===== config.mk =====
export PLATFORM = sky130hd
export DESIGN_NAME = decode_pipe
export DESIGN_NICKNAME = d
export VERILOG_FILES = /design/src/rtl/rv_pkg.sv /design/src/rtl/decode_comb.sv /design/src/rtl/decode_pipe.sv
export SDC_FILE = /design/constraint.sdc
export NUM_CORES = 1
export LEC_CHECK = 0
export CAP_MARGIN = 20
export CORE_MARGIN = 1.5
export CORE_UTILIZATION = 55
export CTS_CLUSTER_SIZE = 30
export DETAILED_ROUTE_END_ITERATION = 10
export PLACE_DENSITY = 0.79
export SLEW_MARGIN = 20
export SYNTH_ARGS = -nofsm -noshare
export SYNTH_HDL_FRONTEND = slang
export SYNTH_HIERARCHICAL = 1
export SYNTH_SLANG_ARGS = --single-unit

===== constraint.sdc =====
create_clock -name clk -period 9.4 [get_ports clk]
set_input_delay 1.41 -clock clk [delete_from_list [all_inputs] [get_ports clk]]
set_output_delay 1.41 -clock clk [all_outputs]
set_load 0.02 [all_outputs]

===== src/rtl/rv_pkg.sv =====
// Shared RV32I decode definitions: opcodes, ALU control codes, operand/writeback
// select encodings and the decoded-instruction bundle carried through the pipe.
package rv_pkg;

    localparam logic [6:0] OP_LUI    = 7'b0110111;
    localparam logic [6:0] OP_AUIPC  = 7'b0010111;
    localparam logic [6:0] OP_JAL    = 7'b1101111;
    localparam logic [6:0] OP_JALR   = 7'b1100111;
    localparam logic [6:0] OP_BRANCH = 7'b1100011;
    localparam logic [6:0] OP_LOAD   = 7'b0000011;
    localparam logic [6:0] OP_STORE  = 7'b0100011;
    localparam logic [6:0] OP_IMM    = 7'b0010011;
    localparam logic [6:0] OP_REG    = 7'b0110011;

    // Codes 0..7 are reserved for branch compares ({3'b0, funct3})
    localparam logic [5:0] ALU_ADD   = 6'd8;
    localparam logic [5:0] ALU_SUB   = 6'd9;
    localparam logic [5:0] ALU_SLL   = 6'd10;
    localparam logic [5:0] ALU_SLT   = 6'd11;
    localparam logic [5:0] ALU_SLTU  = 6'd12;
    localparam logic [5:0] ALU_XOR   = 6'd13;
    localparam logic [5:0] ALU_SRL   = 6'd14;
    localparam logic [5:0] ALU_SRA   = 6'd15;
    localparam logic [5:0] ALU_OR    = 6'd16;
    localparam logic [5:0] ALU_AND   = 6'd17;
    localparam logic [5:0] ALU_PASSB = 6'd18;

    localparam logic [1:0] OPA_RS1  = 2'b00;
    localparam logic [1:0] OPA_PC   = 2'b01;
    localparam logic [1:0] OPA_PC4  = 2'b10;
    localparam logic [1:0] OPA_ZERO = 2'b11;
    localparam logic [1:0] OPB_RS2  = 2'b00;
    localparam logic [1:0] OPB_IMM  = 2'b01;
    localparam logic [1:0] WB_ALU   = 2'b00;
    localparam logic [1:0] WB_MEM   = 2'b01;
    localparam logic [1:0] WB_PC4   = 2'b10;

    typedef struct packed {
        logic [6:0]  opcode;
        logic [4:0]  rs1;
        logic [4:0]  rs2;
        logic [4:0]  rd;
        logic [2:0]  funct3;
        logic [6:0]  funct7;
        logic [31:0] imm;
        logic [5:0]  alu_ctrl;
        logic [1:0]  op_a_sel;
        logic [1:0]  op_b_sel;
        logic [1:0]  wb_sel;
        logic [2:0]  mem_size;
        logic        wen;
        logic        mem_wen;
        logic        branch_op;
        logic        jump;
        logic        illegal;
    } decode_t;

    // alt selects SUB for funct3=000 and SRA for funct3=101
    function automatic logic [5:0] alu_code(input logic [2:0] f3, input logic alt);
        logic [5:0] code;
        case (f3)
            3'b000:  code = alt ? ALU_SUB : ALU_ADD;
            3'b001:  code = ALU_SLL;
            3'b010:  code = ALU_SLT;
            3'b011:  code = ALU_SLTU;
            3'b100:  code = ALU_XOR;
            3'b101:  code = alt ? ALU_SRA : ALU_SRL;
            3'b110:  code = ALU_OR;
            3'b111:  code = ALU_AND;
            default: code = ALU_ADD;
        endcase
        return code;
    endfunction

endpackage


===== src/rtl/decode_comb.sv =====
// Purely combinational RV32I decoder: raw fields, immediate, ALU control,
// operand/writeback selects and illegal-instruction detection.
module decode_comb
    import rv_pkg::*;
(
    input  logic [31:0] instr,
    output decode_t     dec
);

    logic [31:0] imm_i_s, imm_s_s, imm_b_s, imm_u_s, imm_j_s;
    logic [2:0]  f3_s;
    logic [6:0]  f7_s;
    decode_t     raw_s;

    assign f3_s    = instr[14:12];
    assign f7_s    = instr[31:25];
    assign imm_i_s = {{20{instr[31]}}, instr[31:20]};
    assign imm_s_s = {{20{instr[31]}}, instr[31:25], instr[11:7]};
    assign imm_b_s = {{19{instr[31]}}, instr[31], instr[7], instr[30:25], instr[11:8], 1'b0};
    assign imm_u_s = {instr[31:12], 12'b0};
    assign imm_j_s = {{11{instr[31]}}, instr[31], instr[19:12], instr[20], instr[30:21], 1'b0};

    // Per-opcode controls before illegal/rd==0 gating
    always_comb begin
        raw_s          = '0;
        raw_s.opcode   = instr[6:0];
        raw_s.rs1      = instr[19:15];
        raw_s.rs2      = instr[24:20];
        raw_s.rd       = instr[11:7];
        raw_s.funct3   = f3_s;
        raw_s.funct7   = f7_s;
        raw_s.alu_ctrl = ALU_ADD;
        case (instr[6:0])
            OP_REG: begin
                raw_s.wen      = 1'b1;
                raw_s.alu_ctrl = alu_code(f3_s, f7_s[5]);
                if (f7_s == 7'h00) begin
                    raw_s.illegal = 1'b0;
                end else if (f7_s == 7'h20) begin
                    raw_s.illegal = (f3_s != 3'b000) && (f3_s != 3'b101);
                end else begin
                    raw_s.illegal = 1'b1;
                end
            end
            OP_IMM: begin
                raw_s.wen      = 1'b1;
                raw_s.op_b_sel = OPB_IMM;
                raw_s.imm      = imm_i_s;
                raw_s.alu_ctrl = alu_code(f3_s, (f3_s == 3'b101) && f7_s[5]);
                if ((f3_s != 3'b001) && (f3_s != 3'b101)) begin
                    raw_s.illegal = 1'b0;
                end else if (f7_s == 7'h00) begin
                    raw_s.illegal = 1'b0;
                end else if (f7_s == 7'h20) begin
                    raw_s.illegal = (f3_s != 3'b101);
                end else begin
                    raw_s.illegal = 1'b1;
                end
            end
            OP_LOAD: begin
                raw_s.wen      = 1'b1;
                raw_s.wb_sel   = WB_MEM;
                raw_s.op_b_sel = OPB_IMM;
                raw_s.imm      = imm_i_s;
                raw_s.mem_size = f3_s;
                raw_s.illegal  = (f3_s == 3'b011) || (f3_s == 3'b110) || (f3_s == 3'b111);
            end
            OP_STORE: begin
                raw_s.mem_wen  = 1'b1;
                raw_s.op_b_sel = OPB_IMM;
                raw_s.imm      = imm_s_s;
                raw_s.mem_size = f3_s;
                raw_s.illegal  = (f3_s > 3'b010);
            end
            OP_BRANCH: begin
                raw_s.branch_op = 1'b1;
                raw_s.alu_ctrl  = {3'b000, f3_s};
                raw_s.imm       = imm_b_s;
                raw_s.illegal   = (f3_s == 3'b010) || (f3_s == 3'b011);
            end
            OP_JAL: begin
                raw_s.jump     = 1'b1;
                raw_s.wen      = 1'b1;
                raw_s.wb_sel   = WB_PC4;
                raw_s.op_a_sel = OPA_PC;
                raw_s.op_b_sel = OPB_IMM;
                raw_s.imm      = imm_j_s;
            end
            OP_JALR: begin
                raw_s.jump     = 1'b1;
                raw_s.wen      = 1'b1;
                raw_s.wb_sel   = WB_PC4;
                raw_s.op_b_sel = OPB_IMM;
                raw_s.imm      = imm_i_s;
                raw_s.illegal  = (f3_s != 3'b000);
            end
            // U-type results are written back like any ALU op
            OP_AUIPC: begin
                raw_s.wen      = 1'b1;
                raw_s.op_a_sel = OPA_PC;
                raw_s.op_b_sel = OPB_IMM;
                raw_s.imm      = imm_u_s;
            end
            OP_LUI: begin
                raw_s.wen      = 1'b1;
                raw_s.op_a_sel = OPA_ZERO;
                raw_s.op_b_sel = OPB_IMM;
                raw_s.imm      = imm_u_s;
                raw_s.alu_ctrl = ALU_PASSB;
            end
            default: begin
                raw_s.illegal = 1'b1;
            end
        endcase
        raw_s.illegal = raw_s.illegal | (instr[1:0] != 2'b11);
    end

    // Illegal entries lose every side effect; writes to x0 are dropped
    always_comb begin
        dec           = raw_s;
        dec.wen       = raw_s.wen & ~raw_s.illegal & (raw_s.rd != 5'd0);
        dec.mem_wen   = raw_s.mem_wen & ~raw_s.illegal;
        dec.branch_op = raw_s.branch_op & ~raw_s.illegal;
        dec.jump      = raw_s.jump & ~raw_s.illegal;
    end

endmodule


===== src/rtl/decode_pipe.sv =====
// Decode stage: combinational decode into a two-entry MAIN/SKID buffer with a
// registered in_ready so out_ready never reaches the upstream handshake.
module decode_pipe
    import rv_pkg::*;
#(
    parameter int PC_W = 16,
    parameter int XLEN = 32
) (
    input  logic            clk,
    input  logic            rst,
    input  logic            flush,
    input  logic            in_valid,
    output logic            in_ready,
    input  logic [PC_W-1:0] in_pc,
    input  logic [31:0]     in_instr,
    output logic            out_valid,
    input  logic            out_ready,
    output logic [PC_W-1:0] out_pc,
    output logic [6:0]      opcode,
    output logic [4:0]      rs1,
    output logic [4:0]      rs2,
    output logic [4:0]      rd,
    output logic [2:0]      funct3,
    output logic [6:0]      funct7,
    output logic [XLEN-1:0] imm,
    output logic [5:0]      ALU_Control,
    output logic [1:0]      op_A_sel,
    output logic [1:0]      op_B_sel,
    output logic            wEn,
    output logic            mem_wEn,
    output logic            branch_op,
    output logic            jump,
    output logic [1:0]      wb_sel,
    output logic [2:0]      mem_size,
    output logic            illegal
);

    if (XLEN != 32) begin : g_xlen_chk
        $error("decode_pipe: XLEN must be 32");
    end

    localparam logic [1:0] ST_EMPTY = 2'b00;
    localparam logic [1:0] ST_ONE   = 2'b01;
    localparam logic [1:0] ST_TWO   = 2'b10;

    logic [1:0]      state_r, state_nx_s;
    logic            in_ready_r, out_valid_r;
    logic            push_s, pop_s, load_main_s, main_from_skid_s, load_skid_s;
    decode_t         dec_s, main_r, skid_r;
    logic [PC_W-1:0] main_pc_r, skid_pc_r;

    decode_comb u_decode_comb (
        .instr (in_instr),
        .dec   (dec_s)
    );

    assign push_s = in_valid & in_ready_r;
    assign pop_s  = out_valid_r & out_ready;

    // Next buffer state and which entry slots load; flush overrides everything
    always_comb begin
        state_nx_s       = state_r;
        load_main_s      = 1'b0;
        main_from_skid_s = 1'b0;
        load_skid_s      = 1'b0;
        if (flush) begin
            state_nx_s = ST_EMPTY;
        end else begin
            case (state_r)
                ST_EMPTY: begin
                    load_main_s = push_s;
                    state_nx_s  = push_s ? ST_ONE : ST_EMPTY;
                end
                ST_ONE: begin
                    if (push_s && pop_s) begin
                        load_main_s = 1'b1;
                        state_nx_s  = ST_ONE;
                    end else if (push_s) begin
                        load_skid_s = 1'b1;
                        state_nx_s  = ST_TWO;
                    end else if (pop_s) begin
                        state_nx_s  = ST_EMPTY;
                    end else begin
                        state_nx_s  = ST_ONE;
                    end
                end
                ST_TWO: begin
                    main_from_skid_s = pop_s;
                    state_nx_s       = pop_s ? ST_ONE : ST_TWO;
                end
                default: begin
                    state_nx_s = ST_EMPTY;
                end
            endcase
        end
    end

    // Buffer occupancy and the registered handshake flags
    always_ff @(posedge clk or posedge rst) begin
        if (rst) begin
            state_r     <= ST_EMPTY;
            in_ready_r  <= 1'b1;
            out_valid_r <= 1'b0;
        end else begin
            state_r     <= state_nx_s;
            in_ready_r  <= (state_nx_s != ST_TWO);
            out_valid_r <= (state_nx_s != ST_EMPTY);
        end
    end

    // Entry storage: MAIN refills from the decoder or from SKID
    always_ff @(posedge clk or posedge rst) begin
        if (rst) begin
            main_r    <= '0;
            skid_r    <= '0;
            main_pc_r <= '0;
            skid_pc_r <= '0;
        end else begin
            if (load_main_s) begin
                main_r    <= dec_s;
                main_pc_r <= in_pc;
            end else if (main_from_skid_s) begin
                main_r    <= skid_r;
                main_pc_r <= skid_pc_r;
            end
            if (load_skid_s) begin
                skid_r    <= dec_s;
                skid_pc_r <= in_pc;
            end
        end
    end

    assign in_ready    = in_ready_r;
    assign out_valid   = out_valid_r;
    assign out_pc      = main_pc_r;
    assign opcode      = main_r.opcode;
    assign rs1         = main_r.rs1;
    assign rs2         = main_r.rs2;
    assign rd          = main_r.rd;
    assign funct3      = main_r.funct3;
    assign funct7      = main_r.funct7;
    assign imm         = XLEN'(main_r.imm);
    assign ALU_Control = main_r.alu_ctrl;
    assign op_A_sel    = main_r.op_a_sel;
    assign op_B_sel    = main_r.op_b_sel;
    assign wEn         = main_r.wen;
    assign mem_wEn     = main_r.mem_wen;
    assign branch_op   = main_r.branch_op;
    assign jump        = main_r.jump;
    assign wb_sel      = main_r.wb_sel;
    assign mem_size    = main_r.mem_size;
    assign illegal     = main_r.illegal;

endmodule


# After elaboration in Yosys (flattened, before gate mapping)
# Cells that the tools add are included.
# W data, S select, Z words.
# word_totals
output_inout_bits	102
word_cells	136
inputBits	53
reg_bits	204
# op_classes
n_eq_ne	23
mux	42
n_reduce_logical	22
bitwise	9
order_cmp	1
# op_table
op	n
$mux W84	2
$pmux W32 S5	1
$pmux W6 S8	2
$mux W16	2
$eq A7 B6 Y1 const B	4
$mux W1	24
$pmux W6 S4	1
$eq A7 B7 Y1 const B	3
$eq A7 B5 Y1 const B	2
$reduce_or A7 Y1	2
$eq A3 B3 Y1 const B	4
$mux W2	4
$pmux W2 S2	2
$reduce_or A2 Y1	4
$and A1 B1 Y1	7
$eq A7 B2 Y1 const B	1
$logic_not A7 Y1	1
$pmux W1 S7	1
$eq A3 B2 Y1 const B	2
$pmux W2 S3	1
$reduce_or A3 Y1	2
$reduce_bool A5 Y1	1
$logic_and A1 B1 Y1	4
$ne A2 B2 Y1 const B	2
other kinds (15)	18

# Depth between registers and ports, before layout
# depth
word_depth	10
ltp_mapped	8
mapped_depth_nobuf	6

# Hierarchy
# Netlist, hierarchy kept.
# modules_own_cells
mod	area_each_um2	cells_per_inst	n_inst	seq_area_each_um2
decode_pipe	9628.0	835	1	5106.1
decode_comb	1142.3	174	1	0.0

# Worst setup path after synthesis
# OpenSTA, ideal clock, no wires.
# synth_timing
path_type	input -> register
start	in in_instr[6]
end	reg main_r, in the netlist imm[20]
slack_ns	6.367
setup_ns	0.140
required_ns	9.260
cell_stages	8
path_buffers	2
arrival_ns	2.893
path_cell_list	clkbuf_1 and2_1 o21ai_1 a21oi_4 buf_6 a21o_1 a2111oi_0 a211oi_1
# synth_rtl
item	line_no	text
start, declared	decode_pipe.sv:15	input logic [31:0] in_instr,
end signal, assigned	decode_pipe.sv:120	main_r <= dec_s;
end signal, assigned	decode_pipe.sv:123	main_r <= skid_r;
end, declared	decode_pipe.sv:49	decode_t dec_s, main_r, skid_r;

# Final worst setup path
# layout_timing
start	in in_valid
end	reg skid_r[38] in the netlist's numbering
# layout_between
elab_chain_cells	5
elab_cells_between_ends	6
cone_classes	4 x mux; 1 x bitwise; 1 x reduce/logical
# layout_rtl
item	line_no	text
start, declared	decode_pipe.sv:12	input logic in_valid,
$and A1 B1 Y1 (*)	decode_pipe.sv:57	assign push_s = in_valid & in_ready_r;
$mux W1 / $logic_and A1 B1 Y1 (equally long branches)	decode_pipe.sv:78, decode_pipe.sv:75	
$mux W1 (*)	decode_pipe.sv:75	if (push_s && pop_s) begin
$mux W1 (*)	decode_pipe.sv:69	case (state_r)
$mux W1 (*)	decode_pipe.sv:66	if (flush) begin
end signal, assigned	decode_pipe.sv:127	skid_r <= dec_s;
end, declared	decode_pipe.sv:49	
# Every way passes the cells marked *; elsewhere a longest branch is shown, timed or not.
# A chain may end at the register's enable or synchronous reset.

==> results.md <==
* Clock root buffer: clkbuf_16
* Die area at 20,430 um^2
* DRC viols at 0
* Sequential share of power at 42.8%
* # rows at 50
* Final net count at 1,100
* # Post-CTS Setup Buffers at 0
* GRT Residual Overflow at 0
* Int Pwr at 1.988 mW
* H-tree depth at 1
* Cell total after placement at 1,279
* GRT Util Overall at 29.44%
* Final Non-Filler Cells at 1,320
* Post-synthesis sequential area ratio at 47.41%
* Met1 Resource Use GR at 42.58%
* Port Buf Inserts at 154
* Crit-path max cell delay at 880 ps
* Crit path setup slack, layout at 5324 ps
* Diodes inserted at 0
* Cell variety after synth at 54
* CTS tree: yes
* P_leak at 4.948 nW
* First-pass GRT wire length at 48,090 um
* Maximum root-to-sink buffer count at 3
* Synth async-reset ratio at 100.0%
* Most common cell after layout, fill and taps aside: dfrtp_1
* PwrDens at 229.1 nW/um^2
* Initial antenna violation count at 0
* Clock share of power at 29.7%
* Met3 Use GR at 3.655%
* First-pass detailed-route iteration total at 5
* Worst Max-Slew Pin Slew at 1104 ps
* CP arrival at 4460 ps
* Die outline height at 142.9 um
* Net Sw Frac at 30.92%
* Worst Skew at 8.979 ps
* CP Capture Type: flop
* Clock-pin slew on the worst setup and hold paths at 60 ps
* CP Launch Type: input port
* Initial DRC Count at 1,030
* Most used DFF post-synth: dfrtp_1
* GP Congestion at 0.8239
* Per-cell routed wire length at 22.66 um
* Dpl hpwl at 16,570 um
* Min-Delay Path Class: reg2reg
* Relative slew slack at 26.40%
* Max VDD drop at 0.0001328 V
* Area grow syn2layout at 16.62%
* Initial Utilization at 56.82%
* Sw Pwr at 0.8897 mW
* Antenna Violating Nets Remaining at 0
* Fin util at 66.26%
* Worst Path Required at 9780 ps
* Synth warn at 6
* Layout cells sized above 1 at 15.47%
* Synth Instances at 1,009
* Cts bufs inserted at 23
* Pin count of the biggest net entering global routing at 138
* Core Area at 18,960 um^2
* WP buf/inv at 2
* WS Path Type: in2reg
* Latest clock arrival within the worst-skew pair at 500 ps
* Final setup vio count at 0
* Sink Count at 204
* Via/cell ratio at 6.782
* Peak Freq at 245.4 MHz
* IO Pins at 155
* Final hold violation count at 0
* Status: completed
* Met2 Use GR at 45.74%
* Max_cap viols at 0
* Comb pwr share at 27.5%
* Most frequent cells in the layout: dfrtp_1 (202), clkdlybuf4s50_1 (153), a21oi_1 (108), nor3_1 (105)
* Crit path max-delay family: buffers and inverters
* Slew Viols, Final at 0
* Post-synth EDFFs at 0
* Average size of a mapped cell at 10.67 um^2
* Crit-path slowest cell: buf_4
* Die width at 142.9 um
* FF+latch count, synth at 204
* Mapped Area at 10,770 um^2
* Place WS at 4851 ps
* Via Count at 8,952
* Min cycle time layout at 4076 ps
* Resized Gates After CTS at 0
* CP cell instances: clkdlybuf4s50_1, and2_1, ha_1, nand3b_1, nor2_4, buf_4, mux2_2
* DRT Wirelength at 29,920 um
* Worst Path Max Fanout at 72
* Setup_tns at 0 ps
* Gr busiest metal: met2
* Vias in the first global route at 8,636
* RSZ-0062 raised after global routing: false
* Final period util at 43.36%
* # hold bufs at CTS at 0
==> final timing paths <==
check	slack, ps	end	start	cells after the start
worst max-delay path	5320	skid_r[38]	in_valid	7
worst min-delay path	510	skid_r[79]	skid_r[79]	1
worst max register to register	6180	skid_r[38]	in_ready	6
worst min register to register	510	skid_r[79]	skid_r[79]	1
max in group asynchronous	6370	state_r[1]	rst	3
min in group asynchronous	1540	illegal	rst	2
==> cell usage after synthesis, drive strengths merged (2+ instances only) <==
cell type,n,area (um^2)
nor3,105,525.5
nand4b,3,26.28
dfrtp,203,5080
o21ai,11,55.05
inv,5,18.76
a211oi,100,750.7
a21o,23,172.7
nand3,3,15.01
nand2,15,56.30
o21a,2,15.01
a2111oi,100,875.8
clkbuf,76,295.3
buf,79,630.6
nor4,6,50.04
ha,2,25.02
a21oi,111,581.8
a32o,2,20.02
a22o,5,43.79
nand3b,5,37.54
nor2b,5,31.28
nor3b,2,15.01
nand2b,3,18.77
nor2,13,58.81
and2,12,75.07
mux2,100,1126
==> flip-flops by register name, indices dropped and copies added (netlist names), 2 cells and up <==
| signal | cells |
|---|---|
| ALU_Control | 6 |
| funct3 | 3 |
| funct7 | 7 |
| imm | 32 |
| mem_size | 3 |
| op_A_sel | 2 |
| op_B_sel | 2 |
| opcode | 7 |
| out_pc | 16 |
| rd | 5 |
| rs1 | 5 |
| rs2 | 5 |
| skid_pc_r | 16 |
| skid_r | 84 |
| state_r | 2 |
| wb_sel | 2 |
==> final cells by class <==
class / instances / area, um^2
well taps: 260 / 325.3
multi-input cells: 646 / 4737
repair buffers: 165 / 1645
inverters: 5 / 27.53
clock buffers: 35 / 690.7
fillers: 1458 / 6395
clock inverters: 5 / 27.53
flip-flops and latches: 204 / 5107
==> power by group through the flow <==
stage	clock, mW	sequential, mW	combinational [mW]
floorplan	0	1.35	0.334
global placement	0	1.24	0.774
detailed placement	0	1.24	0.789
CTS	0.860	1.23	0.795
global route	0.899	1.25	0.851
finish	0.854	1.23	0.792
==> through the flow <==
stage / power, mW / hold slack, ps / cell area [um^2]
after floorplan: 1.681 / 481.9 / 10770
after global placement: 2.011 / 490.4 / 11820
after detailed placement: 2.029 / 496.8 / 11820
after CTS: 2.884 / 510.0 / 12530
after global routing: 3.002 / 519.0 / 12560
final: 2.877 / 506.6 / 12560
==> cells by family (layout without fill, tap and decap cells) <==
family                   count (synthesis)  in the layout  share of synthesized area, %
AO/OA/AOI/OAI                          362            362                         23.94
AND/OR/NAND/NOR                        180            180                         9.154
multiplexers                           100            100                         10.46
flip-flops                             204            204                         47.41
buffers and inverters                  160            210                         8.771
adder cells (fa/ha/maj)                  2              2                        0.2323
other                                    1              2                       0.03482
==> per-layer routing <==
metal | routed length [um] | up-vias | part of all wire, %
met3 | 2067 | 59 | 6.9
li1 | - | 3943 | -
met5 | 0 | - | 0
met1 | 12710 | 4520 | 42
met2 | 14040 | 430 | 47
met4 | 1099 | 0 | 3.7
(Power assumes the default switching activity.)
